### config.mk
export PLATFORM = sky130hd
export DESIGN_NAME = hazard_forward_ctrl_flat
export DESIGN_NICKNAME = d
export VERILOG_FILES = /design/src/rtl/rv32i_pkg.sv /design/src/rtl/hazard_forward_ctrl_if.sv /design/src/rtl/hazard_stage_reg.sv /design/src/rtl/hazard_forward_ctrl.sv /design/src/flat_wrapper.sv
export SDC_FILE = /design/constraint.sdc
export NUM_CORES = 1
export LEC_CHECK = 0
export CAP_MARGIN = 20
export CORE_MARGIN = 3
export CORE_UTILIZATION = 28
export CTS_BUF_LIST = sky130_fd_sc_hd__clkbuf_8
export CTS_CLUSTER_DIAMETER = 80
export DETAILED_ROUTE_END_ITERATION = 12
export GPL_ROUTABILITY_DRIVEN = 1
export SYNTH_ARGS = -nofsm -noshare
export SYNTH_HDL_FRONTEND = slang
export SYNTH_SLANG_ARGS = --single-unit
export TNS_END_PERCENT = 20
### constraint.sdc
create_clock -name clk -period 3.5 [get_ports clk]
set_clock_uncertainty 0.1 [all_clocks]
set_input_delay 0.35 -clock clk [delete_from_list [all_inputs] [get_ports clk]]
set_output_delay 0.35 -clock clk [all_outputs]
set_load 0.05 [all_outputs]
### src/rtl/rv32i_pkg.sv
// Shared RV32I definitions for the hazard/forwarding controller.
// Contents:
//   - the opcode values the controller decodes
//   - the EX operand source select encoding
//   - writes_rd(): whether an opcode writes a destination register
package rv32i_pkg;

   localparam logic [6:0] OPC_LUI    = 7'b0110111;
   localparam logic [6:0] OPC_AUIPC  = 7'b0010111;
   localparam logic [6:0] OPC_JAL    = 7'b1101111;
   localparam logic [6:0] OPC_JALR   = 7'b1100111;
   localparam logic [6:0] OPC_BRANCH = 7'b1100011;
   localparam logic [6:0] OPC_LOAD   = 7'b0000011;
   localparam logic [6:0] OPC_STORE  = 7'b0100011;
   localparam logic [6:0] OPC_OPIMM  = 7'b0010011;
   localparam logic [6:0] OPC_OP     = 7'b0110011;

   // EX operand source: register file, MEM-stage result or WB-stage result
   typedef enum logic [1:0] {
      FWD_RF  = 2'b00,
      FWD_MEM = 2'b01,
      FWD_WB  = 2'b10
   } fwd_sel_e;

   // BRANCH, STORE and anything not decoded never produce a register result
   function automatic logic writes_rd(input logic [6:0] opcode);
      case (opcode)
         OPC_LUI, OPC_AUIPC, OPC_JAL, OPC_JALR,
         OPC_LOAD, OPC_OPIMM, OPC_OP: writes_rd = 1'b1;
         default:                     writes_rd = 1'b0;
      endcase
   endfunction

endpackage

### src/rtl/hazard_forward_ctrl_if.sv
// Bus between the ID-stage decode logic and the hazard/forwarding controller.
// Ports:
//   master: drives hold, flush and the ID-stage fields; observes stall/bubble,
//           the EX operand selects and the stall counter
//   slave : the controller side, the reverse directions
interface hazard_forward_ctrl_if #(
   parameter int REG_AW = 5,
   parameter int CNT_W  = 32
);
   logic              hold;
   logic              flush;
   logic              id_valid;
   logic [6:0]        id_opcode;
   logic [REG_AW-1:0] id_rs1;
   logic [REG_AW-1:0] id_rs2;
   logic              id_rs1_used;
   logic              id_rs2_used;
   logic [REG_AW-1:0] id_rd;
   logic              stall;
   logic              bubble;
   logic [1:0]        fwd_sel_rs1;
   logic [1:0]        fwd_sel_rs2;
   logic [CNT_W-1:0]  stall_cnt;

   modport master (
      output hold, flush, id_valid, id_opcode, id_rs1, id_rs2,
             id_rs1_used, id_rs2_used, id_rd,
      input  stall, bubble, fwd_sel_rs1, fwd_sel_rs2, stall_cnt
   );

   modport slave (
      input  hold, flush, id_valid, id_opcode, id_rs1, id_rs2,
             id_rs1_used, id_rs2_used, id_rd,
      output stall, bubble, fwd_sel_rs1, fwd_sel_rs2, stall_cnt
   );

endinterface

### src/rtl/hazard_stage_reg.sv
// Shadow register for one pipeline stage: valid, rd and opcode of the
// instruction occupying that stage.
// Ports:
//   clk, rst_n          clock, synchronous active-low reset
//   hold                keep the current contents
//   kill                load an empty (invalid) slot instead of valid_d
//   valid_d/rd_d/opcode_d   contents of the previous stage
//   valid_q/rd_q/opcode_q   contents of this stage
module hazard_stage_reg #(
   parameter int REG_AW = 5
) (
   input  logic              clk,
   input  logic              rst_n,
   input  logic              hold,
   input  logic              kill,
   input  logic              valid_d,
   input  logic [REG_AW-1:0] rd_d,
   input  logic [6:0]        opcode_d,
   output logic              valid_q,
   output logic [REG_AW-1:0] rd_q,
   output logic [6:0]        opcode_q
);

   always_ff @(posedge clk) begin
      if (!rst_n) begin
         valid_q  <= 1'b0;
         rd_q     <= '0;
         opcode_q <= '0;
      end else if (!hold) begin
         valid_q  <= valid_d & ~kill;
         rd_q     <= rd_d;
         opcode_q <= opcode_d;
      end
   end

endmodule

### src/rtl/hazard_forward_ctrl.sv
// Hazard/forwarding controller for the 5-stage RV32I pipeline.
// Shadows the instructions in EX, MEM and WB, detects RAW hazards against the
// ID-stage sources, registers the EX operand source selects and raises the
// one-cycle load-use stall/bubble. Counts load-use stall cycles (saturating).
// Ports:
//   clk    core clock
//   rst_n  synchronous active-low reset
//   bus    slave side of hazard_forward_ctrl_if (hold, flush, ID fields in;
//          stall, bubble, fwd_sel_rs1/rs2, stall_cnt out)
module hazard_forward_ctrl #(
   parameter int REG_AW = 5,
   parameter int CNT_W  = 32
) (
   input  logic                 clk,
   input  logic                 rst_n,
   hazard_forward_ctrl_if.slave bus
);
   import rv32i_pkg::*;

   logic              ex_valid, mem_valid, wb_valid;
   logic [REG_AW-1:0] ex_rd, mem_rd, wb_rd;
   logic [6:0]        ex_opcode, mem_opcode, wb_opcode;
   logic              ex_wr, mem_wr;
   logic              load_use;
   logic              ex_kill;
   fwd_sel_e          sel_rs1_d, sel_rs2_d;
   fwd_sel_e          sel_rs1_q, sel_rs2_q;
   logic [CNT_W-1:0]  cnt_q;
   logic              unused_wb;

   // A source picks the youngest in-flight producer; the WB stage needs no
   // select because the register file writes before it is read.
   function automatic fwd_sel_e pick_src(
      input logic              used,
      input logic [REG_AW-1:0] rs,
      input logic              ex_w,
      input logic [REG_AW-1:0] ex_r,
      input logic              mem_w,
      input logic [REG_AW-1:0] mem_r
   );
      if (used && rs != '0 && ex_w && rs == ex_r)
         pick_src = FWD_MEM;
      else if (used && rs != '0 && mem_w && rs == mem_r)
         pick_src = FWD_WB;
      else
         pick_src = FWD_RF;
   endfunction

   hazard_stage_reg #(.REG_AW(REG_AW)) u_ex (
      .clk(clk), .rst_n(rst_n), .hold(bus.hold), .kill(ex_kill),
      .valid_d(bus.id_valid), .rd_d(bus.id_rd), .opcode_d(bus.id_opcode),
      .valid_q(ex_valid), .rd_q(ex_rd), .opcode_q(ex_opcode)
   );

   hazard_stage_reg #(.REG_AW(REG_AW)) u_mem (
      .clk(clk), .rst_n(rst_n), .hold(bus.hold), .kill(1'b0),
      .valid_d(ex_valid), .rd_d(ex_rd), .opcode_d(ex_opcode),
      .valid_q(mem_valid), .rd_q(mem_rd), .opcode_q(mem_opcode)
   );

   hazard_stage_reg #(.REG_AW(REG_AW)) u_wb (
      .clk(clk), .rst_n(rst_n), .hold(bus.hold), .kill(1'b0),
      .valid_d(mem_valid), .rd_d(mem_rd), .opcode_d(mem_opcode),
      .valid_q(wb_valid), .rd_q(wb_rd), .opcode_q(wb_opcode)
   );

   // The WB shadow is kept for completeness of the tracking pipe but nothing
   // downstream consumes it.
   assign unused_wb = ^{wb_valid, wb_rd, wb_opcode};

   // Load-use detection. A flush wins over the stall because the consumer is
   // being discarded anyway.
   always_comb begin
      ex_wr    = ex_valid & writes_rd(ex_opcode) & (ex_rd != '0);
      mem_wr   = mem_valid & writes_rd(mem_opcode) & (mem_rd != '0);
      load_use = bus.id_valid & ~bus.flush & ex_wr & (ex_opcode == OPC_LOAD) &
                 ((bus.id_rs1_used & (bus.id_rs1 == ex_rd)) |
                  (bus.id_rs2_used & (bus.id_rs2 == ex_rd)));
      ex_kill  = load_use | bus.flush;
   end

   // Selects are decided in ID; an empty EX slot always gets the regfile
   // source so a bubble never steers a stale operand.
   always_comb begin
      sel_rs1_d = FWD_RF;
      sel_rs2_d = FWD_RF;
      if (bus.id_valid && !ex_kill) begin
         sel_rs1_d = pick_src(bus.id_rs1_used, bus.id_rs1, ex_wr, ex_rd, mem_wr, mem_rd);
         sel_rs2_d = pick_src(bus.id_rs2_used, bus.id_rs2, ex_wr, ex_rd, mem_wr, mem_rd);
      end
   end

   // Selects travel with the instruction into EX; the counter only advances
   // on cycles the pipeline actually stalls.
   always_ff @(posedge clk) begin
      if (!rst_n) begin
         sel_rs1_q <= FWD_RF;
         sel_rs2_q <= FWD_RF;
         cnt_q     <= '0;
      end else if (!bus.hold) begin
         sel_rs1_q <= sel_rs1_d;
         sel_rs2_q <= sel_rs2_d;
         if (load_use && cnt_q != {CNT_W{1'b1}})
            cnt_q <= cnt_q + 1'b1;
      end
   end

   // Under hold the stall is masked so nothing downstream sees a phantom stall
   assign bus.stall       = load_use & ~bus.hold;
   assign bus.bubble      = load_use & ~bus.hold;
   assign bus.fwd_sel_rs1 = sel_rs1_q;
   assign bus.fwd_sel_rs2 = sel_rs2_q;
   assign bus.stall_cnt   = cnt_q;

endmodule

### src/flat_wrapper.sv
// flat-port wrapper written by rule: the top's interface ports become plain ports
module hazard_forward_ctrl_flat import rv32i_pkg::*;
#(
   parameter int REG_AW = 5,
   parameter int CNT_W  = 32
)
  (clk, rst_n, bus_hold, bus_flush, bus_id_valid, bus_id_opcode, bus_id_rs1, bus_id_rs2, bus_id_rs1_used, bus_id_rs2_used, bus_id_rd, bus_stall, bus_bubble, bus_fwd_sel_rs1, bus_fwd_sel_rs2, bus_stall_cnt);
  hazard_forward_ctrl_if #(.REG_AW(REG_AW), .CNT_W(CNT_W)) bus_i ();
  input  logic clk;
  input  logic rst_n;
  input wire logic [$bits(bus_i.hold)-1:0] bus_hold;
  input wire logic [$bits(bus_i.flush)-1:0] bus_flush;
  input wire logic [$bits(bus_i.id_valid)-1:0] bus_id_valid;
  input wire logic [$bits(bus_i.id_opcode)-1:0] bus_id_opcode;
  input wire logic [$bits(bus_i.id_rs1)-1:0] bus_id_rs1;
  input wire logic [$bits(bus_i.id_rs2)-1:0] bus_id_rs2;
  input wire logic [$bits(bus_i.id_rs1_used)-1:0] bus_id_rs1_used;
  input wire logic [$bits(bus_i.id_rs2_used)-1:0] bus_id_rs2_used;
  input wire logic [$bits(bus_i.id_rd)-1:0] bus_id_rd;
  output wire logic [$bits(bus_i.stall)-1:0] bus_stall;
  output wire logic [$bits(bus_i.bubble)-1:0] bus_bubble;
  output wire logic [$bits(bus_i.fwd_sel_rs1)-1:0] bus_fwd_sel_rs1;
  output wire logic [$bits(bus_i.fwd_sel_rs2)-1:0] bus_fwd_sel_rs2;
  output wire logic [$bits(bus_i.stall_cnt)-1:0] bus_stall_cnt;
  assign bus_i.hold = bus_hold;
  assign bus_i.flush = bus_flush;
  assign bus_i.id_valid = bus_id_valid;
  assign bus_i.id_opcode = bus_id_opcode;
  assign bus_i.id_rs1 = bus_id_rs1;
  assign bus_i.id_rs2 = bus_id_rs2;
  assign bus_i.id_rs1_used = bus_id_rs1_used;
  assign bus_i.id_rs2_used = bus_id_rs2_used;
  assign bus_i.id_rd = bus_id_rd;
  assign bus_stall = bus_i.stall;
  assign bus_bubble = bus_i.bubble;
  assign bus_fwd_sel_rs1 = bus_i.fwd_sel_rs1;
  assign bus_fwd_sel_rs2 = bus_i.fwd_sel_rs2;
  assign bus_stall_cnt = bus_i.stall_cnt;
  hazard_forward_ctrl #(.REG_AW(REG_AW), .CNT_W(CNT_W)) u_core (.clk(clk), .rst_n(rst_n), .bus(bus_i));
endmodule
==> impl_results.md, run 1 <==
* Status: completed
* Sinks on the clock net at 62
* Synth top area share at 0.412
* Detailed Route Iter0 Violations at 124
* Sw frac at 0.222
* GP Congestion at 0.841
* Register area share after synthesis at 0.412
* Vias per Instance at 4.93
* Nets@finish at 449
* H-tree Lvls at 3
* Top cells by area, synth: dfxtp_1, mux2i_1, nor2_1, xnor2_1, a21oi_1
* Distinct cell type count after synthesis at 37
* Req. time, crit path at 3660 ps
* Initial antenna violation count at 0
* Final Cycle Share at 0.799
* TritonRoute pass-1 iters at 4
* VDD IR max at 0.000185 V
* Total gr overflow at 0
* Mapped Nets at 385
* Top_reg_cell synth: dfxtp_1
* WS Path Type: register to register
* Total number of vias at between 2000 and 3000
* Rows at 37
* CP startpoint kind: register
* Switch Pwr at ~0.00034 W
* Pins Over Slew Limit at 0
* Half-perimeter wire length after placement at 5480 microns
* Vias in the first global route at 2659
* FMAX at 357 MHz
* Post-synth top area cell: dfxtp_1
* DIE AREA at around 12000 sq um
* CP Capture Type: register
* Synthesized area at between 3000 and 4000 sq um
* Crit path max fanout at between 40 and 50
* # diodes at 0
* Critical path cell sequence: or4_1, o2111ai_2, or4_4, or3_1, buf_4, or4_1, a21oi_1
* Routed len/inst at 13.3 microns
* Clk buf depth at 2
* Dpl cell area at 3820 sq um
* Worst slew pin tran at 513 ps
* HP Class: register to register
* Setup Viol. Count Final at 0
* Die height at between 100 and 150 microns
* Hold_buf cts at 0
* Area grow syn2layout at 34.0%
* Power density over cell area at 381 nW/um^2
* # DRC at 0
* Seq pwr share at 0.479
* Fillers at 1067
* Num CTS Buffers at 9
* Pin count of the biggest net entering global routing at between 40 and 50
* First-pass GRT wire length at roughly 13000 microns
* Most frequent CP cell: or4_1
* Core footprint at slightly above 10000 sq um
* Root Buffer: clkbuf_8
* Ys async rst share at 0
* Worst-Skew Late Latency at 330 ps
* Int Power at 0.00120 W
* Routed Wire Length at 7440 microns
* Die X at 110 microns
* Fin area at 4040 sq um
* Setup TNS at 0 ps
* Cell family with most CP delay: simple AND/OR/NAND/NOR gates
* Layout cell share with drive strength beyond 1 at 0.0590
* Post-Synthesis Cells at 355
* Hold Fails Final Rpt at 0
* Crit path buf inv count at 1
* Routed Antenna Nets at 0
* EDFF count, synth at 0
* Largest stage delay, worst path at about 560 ps
* Worst path slowest cell: or4_4
* Post CTS Setup Buffer Count at 0
* Yosys reg bits at 62
* Gate power share at 0.077
* CTS tree: built
* Most common cell in the synthesized netlist: dfxtp_1
* CP Data Arrival Time at 2960 ps
* Ys Warns at 0
* Post-CTS resize count at 0
* Slew headroom at 0.657
* Initial Util at 0.290
* Mean post-synth cell area at ~8.5 sq um
* Clock transition at the registers of the reported paths at around 70 ps
* Max-cap check violation count at 0
* Port Buf Inserts at 66
* RSZ-0062 raised after global routing: false
* Commonest cells post-synth: dfxtp_1, nor2_1, a21oi_1, mux2i_1, o21ai_0
* GRT Util Overall at 0.132
* Clock Power Share at 0.445
* Post-layout min period at 2800 ps
* Leak Pwr at about 1.3 nW
* Ports at 67
[per-layer routing]
layer / GRT usage / wire (microns)
met5: 0 / 0
met4: 0.0383 / 65
met3: 0.0429 / 437
met2: 0.208 / 3490
met1: 0.173 / 3450
[worst min-delay path: cells and delay by family, from the launching register on]
kind | cells | cell delay (ps)
flops | 1 | 320
simple gates | 1 | 70
compound gates | 1 | 60
[cell usage in the layout, fill, tap and decap left out]
cell type,instances
clkbuf_8,10
nand3_1,19
dfxtp_1,62
o21ai_0,25
a2111o_1,1
o2111ai_2,1
ha_1,1
a21oi_1,27
nor4_2,1
o31ai_1,6
o2bb2a_1,2
clkinv_2,2
nor4_1,5
mux2i_1,27
nand2b_1,2
buf_12,2
xor2_1,7
nor2_1,45
o31a_1,1
or3_1,21
a221oi_1,1
o21bai_1,1
o21a_1,3
and2_1,1
inv_1,8
buf_4,6
bufinv_16,2
or4_1,10
nand4b_1,3
or4_4,1
and4_1,2
nand4_1,12
o22a_1,1
nor3_1,5
clkdlybuf4s50_1,64
and3_1,1
nand2_1,20
xnor2_1,16
[state kept, by name (all words and copies together), names as in the netlist]
register and cells:
u_core.bus.stall_cnt 32, u_core.u_ex.opcode_q 7, u_core.u_mem.opcode_q 7, u_core.u_ex.rd_q 5, u_core.u_mem.rd_q 5, u_core.bus.fwd_sel_rs1 2, u_core.bus.fwd_sel_rs2 2, u_core.u_ex.valid_q 1
u_core.u_mem.valid_q 1
[path summary, 6_finish.rpt]
| check | from | endpoint | slack, ps | cells after the start |
|---|---|---|---|---|
| min reg2reg | u_core.bus.fwd_sel_rs1[1]$_SDFFE_PN0N_ | u_core.bus.fwd_sel_rs1[1]$_SDFFE_PN0N_ | 390 | 2 |
| max | u_core.u_ex.rd_q[1]$_SDFFE_PN0N_ | u_core.bus.stall_cnt[22]$_SDFFE_PN0P_ | 700 | 7 |
| max reg2reg | u_core.u_ex.rd_q[1]$_SDFFE_PN0N_ | u_core.bus.stall_cnt[22]$_SDFFE_PN0P_ | 700 | 7 |
| min | u_core.bus.fwd_sel_rs1[1]$_SDFFE_PN0N_ | u_core.bus.fwd_sel_rs1[1]$_SDFFE_PN0N_ | 390 | 2 |
[logic make-up (layout without fill, tap and decap cells)]
family / count (synthesis) / count (layout) / synth area share
muxes: 27 / 27 / 0.0897
xor gates and xnor gates: 23 / 23 / 0.0669
buffers and inverters: 25 / 94 / 0.0361
adders and majority gates: 1 / 1 / 0.00415
AOI/OAI and AO/OA: 69 / 69 / 0.135
DFF: 62 / 62 / 0.412
and+or+nand+nor: 148 / 148 / 0.256
[metrics by stage]
step / hold WS [ps] / std cells / worst slack (ps) / utilization / power, W
final: 389 / 560 / 702 / 0.389 / 0.00154
after global routing: 432 / 560 / 544 / 0.389 / 0.00161
after CTS: 395 / 560 / 701 / 0.389 / 0.00156
after detailed placement: 383 / 544 / 509 / 0.368 / 0.000870
after global placement: 377 / 544 / 591 / 0.368 / 0.000867
after floorplan: 364 / 355 / 562 / - / 0.000816
[area by class of cell]
cell class              count  area, sq um  share of cell area
clock inverters             6         77.6              0.0192
clock buffers              10          138              0.0341
repair buffers             72          726               0.180
flip-flops and latches     62         1240               0.308
inverters                   6         22.5             0.00558
well taps                 136          170              0.0422
multi-input cells         268         1660               0.412
[power by group through the flow]
stage	combinational, W	clock (W)	sequential, W
3_3_place_gp	0.000115	0	0.000752
2_1_floorplan	0.0000694	0	0.000746
6_report	0.000118	0.000684	0.000736
5_1_grt	0.000129	0.000741	0.000738
4_1_cts	0.000118	0.000706	0.000736
3_5_place_dp	0.000118	0	0.000752
Power figures use the tool's default switching activity.
==> run 2, diff against run 1 <==
==> constraint.sdc (replaced) <==
create_clock -name clk -period 2.8 [get_ports clk]
set_clock_uncertainty 0.1 [all_clocks]
set_input_delay 0.28 -clock clk [delete_from_list [all_inputs] [get_ports clk]]
set_output_delay 0.28 -clock clk [all_outputs]
set_load 0.05 [all_outputs]
==> run 2 against run 1 <==
Against the previous run: sequential share of layout area decreased by 1.1 points; worst setup slack worse by 490 ps; global-route usage grew 0.11 points; design area grew 4.2%; first-iteration DRC count is 3.2% lower; non-clock buffer count is 22 higher; total power up 26%; via count increased by 1.0%; largest power group unchanged.
==> impl_results.md, run 2 (synthesized netlist as in run 1, its figures left out) <==
* Status: completed
* Max-cap check violation count at 0 (unchanged)
* Vias per Instance at 4.79 (-2.8%)
* FMAX at 387 MHz
* VDD IR max at 0.000237 V (+28%)
* Die height at 110 microns (unchanged)
* CP Data Arrival Time at 2200 ps (-760 ps)
* Nets@finish at 471 (+4.9%)
* Total number of vias at 2786 (+1.0%)
* # diodes at 0 (unchanged)
* Post CTS Setup Buffer Count at 0 (unchanged)
* Core footprint at 10400 sq um (unchanged)
* Final Cycle Share at 0.923
* Layout cell share with drive strength beyond 1 at 0.112 (+0.0531)
* Largest register FFs at 32 (unchanged)
* CP startpoint kind: register
* Worst-Skew Late Latency at 340 ps (about the same)
* Initial antenna violation count at 0 (unchanged)
* Rows at 37 (unchanged)
* Half-perimeter wire length after placement at 5680 microns (+3.8%)
* WS Path Type: register to primary output
* Req. time, crit path at 2420 ps (-1240 ps)
* Initial Util at 0.290 (unchanged)
* Worst slew pin tran at 511 ps (-2.69 ps)
* Leak Pwr at 1.44 nW (+7.8%)
* FF/Latch Area at 1240 sq um (+0.30%)
* Num CTS Buffers at 9 (unchanged)
* Vias in the first global route at 2662 (+0.11%)
* Post-layout min period at ~2600 ps
* Port Buf Inserts at 66 (unchanged)
* Root Buffer: clkbuf_8
* # DRC at 0 (unchanged)
* Die X at 110 microns (unchanged)
* GRT Util Overall at 0.133 (+0.00112)
* H-tree Lvls at 3 (unchanged)
* Hold Fails Final Rpt at 0 (unchanged)
* Post-CTS resize count at 0 (unchanged)
* CTS tree: built
* Pin count of the biggest net entering global routing at 37 (-16%)
* Power density over cell area at 461 nW/um^2 (+21%)
* Final design utilization at 0.406 (+0.0163)
* Sinks on the clock net at 62 (unchanged)
* Cell Count, Final, Fillers Out at 582 (+3.9%)
* Hold_buf cts at 0 (unchanged)
* Most common cell after layout, fill and taps aside: clkdlybuf4s50_1
* GP Congestion at 0.849 (+1.0%)
* Detailed Route Iter0 Violations at 120 (-3.2%)
* Fillers at 1072 (+0.47%)
* Routed Wire Length at 7480 microns (+0.46%)
* Routed Antenna Nets at 0 (unchanged)
* Most frequent cells in the layout: clkdlybuf4s50_1, dfxtp_1, nor2_1
* CP Capture Type: primary output
* First-pass GRT wire length at 12700 microns (+0.98%)
* Multi-input gate area at 1660 sq um (unchanged)
* Pins Over Slew Limit at 0 (unchanged)
* Clock transition at the registers of the reported paths at 70 ps (about the same)
* HP Class: register to register
* Routed len/inst at 12.8 microns (-3.3%)
* Placed instance count at 566 (+4.0%)
* Slew headroom at 0.658 (+0.00180)
* TritonRoute pass-1 iters at 6 (+2)
* Crit path max fanout at 3 (-93%)
* Clk buf depth at 2 (unchanged)
* DIE AREA at 12000 sq um (unchanged)
* Ports at 67 (unchanged)
* RSZ-0062 raised after global routing: false
* Total gr overflow at 0 (unchanged)
* Area grow syn2layout at 39.6%
* Setup Viol. Count Final at 0 (unchanged)
==> run 2: cell count changes in the layout (fill, tap and decap cells not counted) <==
| cell | change |
|---|---|
| dfxtp_1 | -3 |
| dfxtp_2 | +3 |
| buf_4 | +22 |
==> run 2: layout make-up <==
| cell class | instances | area share |
|---|---|---|
| Multi-Input combinational cell | 268 | 0.395 |
| Sequential cell | 62 | 0.296 |
| Timing Repair Buffer | 94 | 0.212 |
| Tap cell | 136 | 0.0405 |
| Clock buffer | 10 | 0.0327 |
| Clock inverter | 6 | 0.0184 |
| Inverter | 6 | 0.00536 |
==> run 2: final timing paths <==
path              cells after the start  slack, ps                                     end                                   start
setup / recovery                      6        220                               bus_stall        u_core.u_ex.rd_q[2]$_SDFFE_PN0N_
setup reg to reg                      8        260    u_core.bus.stall_cnt[3]$_SDFFE_PN0P_        u_core.u_ex.rd_q[2]$_SDFFE_PN0N_
hold / removal                        2        400  u_core.bus.fwd_sel_rs2[1]$_SDFFE_PN0N_  u_core.bus.fwd_sel_rs2[1]$_SDFFE_PN0N_
hold reg to reg                       2        400  u_core.bus.fwd_sel_rs2[1]$_SDFFE_PN0N_  u_core.bus.fwd_sel_rs2[1]$_SDFFE_PN0N_
==> run 2: through the flow <==
step / total power [W] / instance area (sq um) / setup slack, ps / TNS [ps] / hold slack [ps]
after CTS: 0.00197 / 4210 / 177 / 0 / 403
after detailed placement: 0.00111 / 3990 / -11.9 / -11.9 / 386
after floorplan: 0.00102 / 3020 / 13.0 / 0 / 324
after global routing: 0.00203 / 4210 / 53.6 / 0 / 426
final: 0.00194 / 4210 / 216 / 0 / 397
after global placement: 0.00110 / 3990 / 61.5 / 0 / 374
==> run 2: power breakdown <==
group,total [W],switching (W),internal [W]
clock network,0.000855,0.000339,0.000516
logic,0.000170,0.0000761,0.0000944
registers,0.000914,0.0000153,0.000899
==> run 2: worst max-delay path, stage by stage (launching register included) <==
cell and delay, ps:
dfxtp_1 330, or4_1 140, o2111ai_2 140, or4_4 540, buf_4 160, nor2_1 350, buf_12 200
==> run 2: metal layers <==
metal / share of wire / vias to the layer above / routed length, microns / track usage
met5: 0 / - / 0 / 0
met4: 0.014 / 0 / 106 / 0.0445
met3: 0.059 / 9 / 444 / 0.0411
met2: 0.45 / 64 / 3360 / 0.204
met1: 0.48 / 1250 / 3560 / 0.178
li1: - / 1463 / - / -
